**src/rtl/tick_digit_counter_pkg.sv**
```systemverilog
// Shared types and active-low 7-segment glyphs (bit order gfedcba) for the display chain.
// Latency: n/a (declarations only).
// Backpressure: n/a.
package tick_digit_counter_pkg;

    typedef enum logic {
        STOPPED = 1'b0,
        RUNNING = 1'b1
    } state_t;

    localparam logic [6:0] SEG_0     = 7'b1000000;
    localparam logic [6:0] SEG_1     = 7'b1111001;
    localparam logic [6:0] SEG_2     = 7'b0100100;
    localparam logic [6:0] SEG_3     = 7'b0110000;
    localparam logic [6:0] SEG_4     = 7'b0011001;
    localparam logic [6:0] SEG_5     = 7'b0010010;
    localparam logic [6:0] SEG_6     = 7'b0000010;
    localparam logic [6:0] SEG_7     = 7'b1111000;
    localparam logic [6:0] SEG_8     = 7'b0000000;
    localparam logic [6:0] SEG_9     = 7'b0010000;
    localparam logic [6:0] SEG_A     = 7'b0001000;
    localparam logic [6:0] SEG_B     = 7'b0000011;
    localparam logic [6:0] SEG_C     = 7'b1000110;
    localparam logic [6:0] SEG_D     = 7'b0100001;
    localparam logic [6:0] SEG_E     = 7'b0000110;
    localparam logic [6:0] SEG_F     = 7'b0001110;
    localparam logic [6:0] SEG_BLANK = 7'b1111111;

endpackage

```
**src/rtl/tick_digit_counter_if.sv**
```systemverilog
// Bundles the divider inputs, digit controls and display outputs of the tick/digit stage.
// Latency: n/a (wiring only).
// Backpressure: none; all signals are level/strobe, no handshake.
interface tick_digit_counter_if #(
    parameter int RATE_W  = 27,
    parameter int DIGIT_W = 4
);
    logic [RATE_W-1:0]  rate;
    logic [RATE_W-1:0]  counterout;
    logic               enable;
    logic               up;
    logic               load;
    logic [DIGIT_W-1:0] load_val;
    logic               tick;
    logic [DIGIT_W-1:0] digit;
    logic               wrap;
    logic [6:0]         hex;

    modport master (
        output rate, counterout, enable, up, load, load_val,
        input  tick, digit, wrap, hex
    );

    modport slave (
        input  rate, counterout, enable, up, load, load_val,
        output tick, digit, wrap, hex
    );
endinterface

```
**src/rtl/tick_digit_counter_hex_decoder.sv**
```systemverilog
// 4-bit value to active-low 7-segment glyph (0-9, A b C d E F).
// Latency: combinational. Backpressure: none.
module hex_decoder
    import tick_digit_counter_pkg::*;
(
    input  logic [3:0] val,
    output logic [6:0] seg
);
    always_comb begin
        seg = SEG_BLANK;
        case (val)
            4'h0: seg = SEG_0;
            4'h1: seg = SEG_1;
            4'h2: seg = SEG_2;
            4'h3: seg = SEG_3;
            4'h4: seg = SEG_4;
            4'h5: seg = SEG_5;
            4'h6: seg = SEG_6;
            4'h7: seg = SEG_7;
            4'h8: seg = SEG_8;
            4'h9: seg = SEG_9;
            4'hA: seg = SEG_A;
            4'hB: seg = SEG_B;
            4'hC: seg = SEG_C;
            4'hD: seg = SEG_D;
            4'hE: seg = SEG_E;
            4'hF: seg = SEG_F;
            default: seg = SEG_BLANK;
        endcase
    end
endmodule

```
**src/rtl/tick_digit_counter.sv**
```systemverilog
// Divider terminal-count tick driving a bounded up/down digit with load, run/stop FSM and hex display.
// Latency: match -> tick +1 cycle -> digit/wrap +1 cycle; load -> digit +1 cycle; hex combinational from digit.
// Backpressure: none; free-running, every tick is consumed in the cycle it is presented.
module tick_digit_counter
    import tick_digit_counter_pkg::*;
#(
    parameter int RATE_W  = 27,
    parameter int DIGIT_W = 4,
    parameter int MAX_VAL = 15
) (
    input  logic                 clk,
    input  logic                 reset,
    tick_digit_counter_if.slave  bus
);
    localparam logic [DIGIT_W-1:0] MAX_D = DIGIT_W'(MAX_VAL);

    logic               tick_d,  tick_q;
    state_t             state_d, state_q;
    logic               run;
    logic [DIGIT_W-1:0] digit_d, digit_q;
    logic               wrap_d,  wrap_q;
    logic [3:0]         dec_in;
    logic [6:0]         dec_seg;

    always_ff @(posedge clk) begin
        if (!reset) begin
            tick_q  <= 1'b0;
            state_q <= STOPPED;
            digit_q <= '0;
            wrap_q  <= 1'b0;
        end else begin
            tick_q  <= tick_d;
            state_q <= state_d;
            digit_q <= digit_d;
            wrap_q  <= wrap_d;
        end
    end

    // Full-width compare against whatever rate is current; rate 0 yields a tick every cycle.
    always_comb begin
        tick_d = (RATE_W'(bus.counterout) == RATE_W'(bus.rate));
    end

    always_comb begin
        state_d = state_q;
        case (state_q)
            STOPPED: if (bus.enable)  state_d = RUNNING;
            RUNNING: if (!bus.enable) state_d = STOPPED;
            default: state_d = STOPPED;
        endcase
    end

    always_comb begin
        run = (state_q == RUNNING);
    end

    // Load wins over a same-cycle tick, which is then dropped without counting.
    always_comb begin
        digit_d = digit_q;
        wrap_d  = 1'b0;
        if (bus.load) begin
            digit_d = (bus.load_val > MAX_D) ? MAX_D : bus.load_val;
        end else if (run && tick_q) begin
            if (bus.up) begin
                if (digit_q == MAX_D) begin
                    digit_d = '0;
                    wrap_d  = 1'b1;
                end else begin
                    digit_d = digit_q + DIGIT_W'(1);
                end
            end else begin
                if (digit_q == '0) begin
                    digit_d = MAX_D;
                    wrap_d  = 1'b1;
                end else begin
                    digit_d = digit_q - DIGIT_W'(1);
                end
            end
        end
    end

    always_comb begin
        dec_in = 4'(digit_q);
    end

    hex_decoder u_hex_decoder (
        .val (dec_in),
        .seg (dec_seg)
    );

    assign bus.tick  = tick_q;
    assign bus.digit = digit_q;
    assign bus.wrap  = wrap_q;
    assign bus.hex   = (32'(digit_q) > 32'd15) ? SEG_BLANK : dec_seg;

endmodule

```
**src/flat_wrapper.sv**
```systemverilog
// flat-port wrapper written by rule: the top's interface ports become plain ports
module tick_digit_counter_flat import tick_digit_counter_pkg::*;
#(
    parameter int RATE_W  = 27,
    parameter int DIGIT_W = 4,
    parameter int MAX_VAL = 15
)
  (clk, reset, bus_rate, bus_counterout, bus_enable, bus_up, bus_load, bus_load_val, bus_tick, bus_digit, bus_wrap, bus_hex);
  tick_digit_counter_if #(.RATE_W(RATE_W), .DIGIT_W(DIGIT_W)) bus_i ();
  input  logic clk;
  input  logic reset;
  input wire logic [$bits(bus_i.rate)-1:0] bus_rate;
  input wire logic [$bits(bus_i.counterout)-1:0] bus_counterout;
  input wire logic [$bits(bus_i.enable)-1:0] bus_enable;
  input wire logic [$bits(bus_i.up)-1:0] bus_up;
  input wire logic [$bits(bus_i.load)-1:0] bus_load;
  input wire logic [$bits(bus_i.load_val)-1:0] bus_load_val;
  output wire logic [$bits(bus_i.tick)-1:0] bus_tick;
  output wire logic [$bits(bus_i.digit)-1:0] bus_digit;
  output wire logic [$bits(bus_i.wrap)-1:0] bus_wrap;
  output wire logic [$bits(bus_i.hex)-1:0] bus_hex;
  assign bus_i.rate = bus_rate;
  assign bus_i.counterout = bus_counterout;
  assign bus_i.enable = bus_enable;
  assign bus_i.up = bus_up;
  assign bus_i.load = bus_load;
  assign bus_i.load_val = bus_load_val;
  assign bus_tick = bus_i.tick;
  assign bus_digit = bus_i.digit;
  assign bus_wrap = bus_i.wrap;
  assign bus_hex = bus_i.hex;
  tick_digit_counter #(.RATE_W(RATE_W), .DIGIT_W(DIGIT_W), .MAX_VAL(MAX_VAL)) u_core (.clk(clk), .reset(reset), .bus(bus_i));
endmodule
```
**config.mk**
```make
export PLATFORM = sky130hd
export DESIGN_NAME = tick_digit_counter_flat
export DESIGN_NICKNAME = d
export VERILOG_FILES = /design/src/rtl/tick_digit_counter_pkg.sv /design/src/rtl/tick_digit_counter_if.sv /design/src/rtl/tick_digit_counter_hex_decoder.sv /design/src/rtl/tick_digit_counter.sv /design/src/flat_wrapper.sv
export SDC_FILE = /design/constraint.sdc
export NUM_CORES = 1
export LEC_CHECK = 0
export ABC_CLOCK_PERIOD_IN_PS = 3100
export BUFFER_PORTS_ARGS = -buffer_cell sky130_fd_sc_hd__buf_2
export CELL_PAD_IN_SITES_DETAIL_PLACEMENT = 0
export CELL_PAD_IN_SITES_GLOBAL_PLACEMENT = 1
export CORE_MARGIN = 2
export CORE_UTILIZATION = 28
export DETAILED_ROUTE_END_ITERATION = 6
export MAX_ROUTING_LAYER = met4
export PLACE_DENSITY_LB_ADDON = 0.3
export SYNTH_ARGS = -nofsm -noshare
export SYNTH_HDL_FRONTEND = slang
export SYNTH_HIERARCHICAL = 1
export SYNTH_SLANG_ARGS = --single-unit
```
**constraint.sdc**
```tcl
create_clock -name clk -period 3.1 [get_ports clk]
set_input_delay 0.465 -clock clk [delete_from_list [all_inputs] [get_ports clk]]
set_output_delay 0.465 -clock clk [all_outputs]
set_load 0.02 [all_outputs]
```
# Word-level counts from Yosys, hierarchy flattened
# Memory sizes are Yosys's and may differ from the RTL's. A register that Yosys moved wholly into a read port is not among the register bits.
# Index checks and enable logic that the tools add are counted.
# totals
register_bits	7
latch_bits	0
ramBits	0
romBits	112
inputBits	63
output_inout_bits	13
mem_count	1
# mem_list
memory	depth	word_bits	read_ports	rd_clocked_by_memory_dff	wr	line_no	text
(no name shown)	16	7	1	1	0	tick_digit_counter_hex_decoder.sv:11	case (val)
# op_classes
add_sub_neg	2
mul	0
div	0
magnitude_cmp	1
eq_ne	2
shift	0
muxes	12
bitwise_logic	2
reduce_logical	4
# op_table
cell	n
4-bit two-way mux	8
27-bit == test	1
4-bit by 1-bit adder with 4-bit output, second input constant	1
4-bit == test, second input constant	1
4-bit greater-than comparator, second input constant	1
4-bit zero test	1
1-bit two-way mux	4
4-bit by 1-bit subtractor with 4-bit output, second input constant	1
3-bit OR reduction	1
1-bit inverter	2
2-bit nonzero test	1
1-bit logical AND	1

# Depth between registers and ports, before layout
# depth
depth_word	7
mapped_depth	6
ltp_nobuf	6

# Cells and area by module
# Netlist, hierarchy kept.
# by_module_without_submodules
mod	n_inst	cells_each	area_each_um2	seq_area_each_um2
tick_digit_counter	1	82	675.6	140.1
hex_decoder	1	32	275.3	0.0

# Worst setup path before layout
# No wires, ideal clock.
# synth_timing
path_kind	register to output
from	register u_core/bus.digit[0] (netlist name)
to	output bus_hex[3]
arrival_time_ps	1716
t_required_ps	2635
slack_ps	919
stages_incl_launch_ff	5
path_cell_list	dfxtp_1 > inv_1 > ha_1 > inv_1 > mux4_1
# synth_lines
element	line_no	text
end, declared	flat_wrapper.sv:21	output wire logic [$bits(bus_i.hex)-1:0] bus_hex;

==> impl_metrics.csv <==
group,metric,value,unit
synth,yosys_warnings,6,
clock_tree,cts_buffers,3,
critical_path,path_max_fanout,14,
clock_tree,path_clk_slew,0.05,ns
cells_and_area,antenna-diode-count,0,
pwr,vdd_drop_max,87.31,uV
synth,synthTopCellsByArea,"xnor2_1 28%, dfxtp_1 15%, ha_1 12%",
critical_path,path_buf_inv,3,
cells_and_area,multiInputGateArea,772.0,um2
timing,fmax,0.4047,GHz
clock_tree,clock_latency,0.25,ns
global_route,grt_antenna_before_repair,0,
floorplan,die-height,62.28,um
synth,yosysTopAreaCell,"xnor2_1",
detailed_routing,wl_per_cell,9.730,um
flow_run,max_cap_violations,0,
critical_path,slowest_stage,"dfxtp_1",
cells_and_area,syn2layout_area_growth,46.58,%
pwr,comb_power_share,46.1,%
global_route,grt_usage,12.03,%
timing,worstMarginPinSlew,0.6546,ns
synth,yosysSeqAreaShare,14.74,%
timing,hold_viol,0,
critical_path,reg2reg_depth,6,
timing,fin_crit_sh,79.71,%
min_path,holdPathStages,2,
clock_tree,cts-root-buf,"clkbuf_4",
synth,syn_nets,186,
timing,rsz0062_at_grt,"false",
timing,max-slew-margin-rel,56.30,%
place,dp.cells,233,
pwr,power.switching,116.3,uW
pwr,switching_share,33.52,%
timing,setup_tns,0,ns
clock_tree,clockBufferDepth,2,
cells_and_area,layout.area.seq,140.1,um2
timing,setup_viol,0,
critical_path,cp.required,2.63,ns
cells_and_area,stdcell_count,237,
detailed_routing,antenna_left,0,
global_route,grt_pass1_wl,3760,um
pwr,intPower,230.7,uW
detailed_routing,via_per_inst,4.447,
timing,min_period,2.471,ns
global_route,grtUsageMet1,13.72,%
place,dp.final_hpwl,2037,um
critical_path,cp_slowest_stage_delay,0.58,ns
synth,synth_cell_type_count,30,
detailed_routing,routed_wl,2306,um
synth,yosys.area.top_type_share,27.63,%
global_route,met2_usage,21.47,%
timing,skew,0.006235,ns
global_route,grt_max_degree,20,
global_route,grt-ovfl-total,0,
global_route,grt_pass1_vias,965,
place,place_area,1368,um2
clock_tree,cts_setup_buffers,0,
critical_path,cp.arrival,2.01,ns
pwr,power_density,249.0,nW/um2
detailed_routing,drt_iter0_markers,33,
floorplan,ios,76,
min_path,worstHoldPathType,"primary input to flip-flop",
place,post-place-ws,0.8643,ns
detailed_routing,num_vias,1054,
place,numPortBuffers,75,
status,status,"complete, no violations",
synth,synthesis.area,950.9,um2
clock_tree,cts_hold_buf,0,
detailed_routing,drc_errors,0,
cells_and_area,fill_cells,366,
cells_and_area,design_area,1394,um2
cells_and_area,drive_gt1_share,43.46,%
place,place.gp.congestion,0.8037,
floorplan,initial_core_util,28.72,%
clock_tree,cts_max_level,1,
cells_and_area,fin_nets,264,
pwr,p_leak,0.0006685,uW
critical_path,start_kind,"flip-flop",
pwr,seqPwrFrac,31.0,%
floorplan,dieArea,3878,um2
clock_tree,cts-resized-gates,0,
clock_tree,cts.sinks,7,
critical_path,crit_type,"flip-flop to output port",
critical_path,cpMostUsedCell,"inv_1",
global_route,grt_util_met3,2.355,%
synth,ys_ff_latch,7,
critical_path,cp-end-kind,"output port",
critical_path,crit_path_cell_trace,"inv_1 -> ha_1 -> inv_1 -> mux4_1 -> buf_2",
timing,maxSlewViolCount,0,
synth,syn_inst,114,
critical_path,cp.depth,5,
global_route,busiest_layer,"met2",
clock_tree,cts_tree,"done",
critical_path,cp_top_family,"flip-flops",
floorplan,core_area,3311,um2
pwr,clkPwrFrac,22.9,%
floorplan,die_w,62.28,um
floorplan,row_count,21,
detailed_routing,drt_pass1_iterations,4,
synth,postSynthAreaPerCell,8.341,um2
timing,setup_slack,0.6290,ns
## Yosys cell counts
library cell,instances
a21oi_1,6
a22o_1,2
a31oi_1,1
a32o_1,1
and2_1,2
and2b_2,1
and3_1,2
buf_2,1
buf_6,1
dfxtp_1,7
ha_1,9
inv_1,6
mux2_2,1
mux2i_1,5
mux4_1,1
nand2_1,8
nand2b_1,1
nand4_1,7
nor2_1,7
nor3_1,1
nor4_2,1
o211a_1,1
o21ai_0,6
o21ba_2,1
o221ai_1,1
o22ai_1,1
or2_2,1
or3b_1,1
or4_1,1
xnor2_1,30
## metrics by stage
step,power (uW),hold WS [ns],util [%]
3_5_place_dp,271.3,0.6364,41.31
2_1_floorplan,202.0,0.5812,-
6_report,347.0,0.4237,42.10
5_1_grt,379.2,0.4220,42.10
3_3_place_gp,268.2,0.6320,41.31
4_1_cts,354.3,0.4156,42.10
## power by group through the flow
stage	Clock, uW	Combinational [uW]	Sequential (uW)
6_report	79.6	160	108
5_1_grt	92.7	177	109
4_1_cts	84.4	162	108
3_5_place_dp	0	162	110
3_3_place_gp	0	159	109
2_1_floorplan	0	94.6	107
## final cells by class
class                           instances  area share [%]
Sequential cell                         7           10.05
Clock buffer                            4           1.885
Multi-Input combinational cell         99           55.39
Inverter                                6           1.616
Timing Repair Buffer                   75           26.93
Tap cell                               46           4.129
## cells in the final DEF (no fill, tap or decap)
master,count
a21oi_1,6
a22o_1,2
a31oi_1,1
a32o_1,1
and2_1,2
and2b_2,1
and3_1,2
buf_2,75
clkbuf_1,1
clkbuf_4,3
dfxtp_1,7
ha_1,9
inv_1,6
mux2_2,1
mux2i_1,5
mux4_1,1
nand2_1,8
nand2b_1,1
nand4_1,7
nor2_1,7
nor3_1,1
nor4_2,1
o211a_1,1
o21ai_0,6
o21ba_2,1
o221ai_1,1
o22ai_1,1
or2_2,1
or3b_1,1
or4_1,1
xnor2_1,30
## cells by family (layout without fill, tap and decap cells)
group                      after synthesis  count (layout)  synth area share [%]
AOI/OAI and AO/OA                       20              20                 13.55
and+or+nand+nor                         33              33                 18.95
muxes                                    7               7                 9.211
buffers and inverters                    8              85                 4.078
xor gates and xnor gates                30              30                 27.63
adders and majority gates                9               9                 11.84
DFF                                      7               7                 14.74
## routing by layer
layer / up-vias / wire length (um)
met3: 2 / 220
met5: - / 0
met1: 442 / 974
met2: 55 / 1097
met4: 0 / 13
li1: 555 / -
## worst paths after layout
kind,startpoint,to,slack (ns)
max,u_core/bus.digit[0]$_SDFFE_PN0P_,bus_hex[3],0.63
min,bus_enable,u_core/run$_SDFF_PN0_,0.42
max reg2reg,u_core/bus.digit[0]$_SDFFE_PN0P_,u_core/bus.digit[1]$_SDFFE_PN0P_,1.45
min reg2reg,u_core/run$_SDFF_PN0_,u_core/bus.digit[3]$_SDFFE_PN0P_,0.65
## state kept, by name, indices dropped and copies added (netlist names)
register          count
u_core/bus.digit      4
u_core/bus.tick       1
u_core/bus.wrap       1
u_core/run            1
Note: power is estimated with default switching activity, not from simulation.
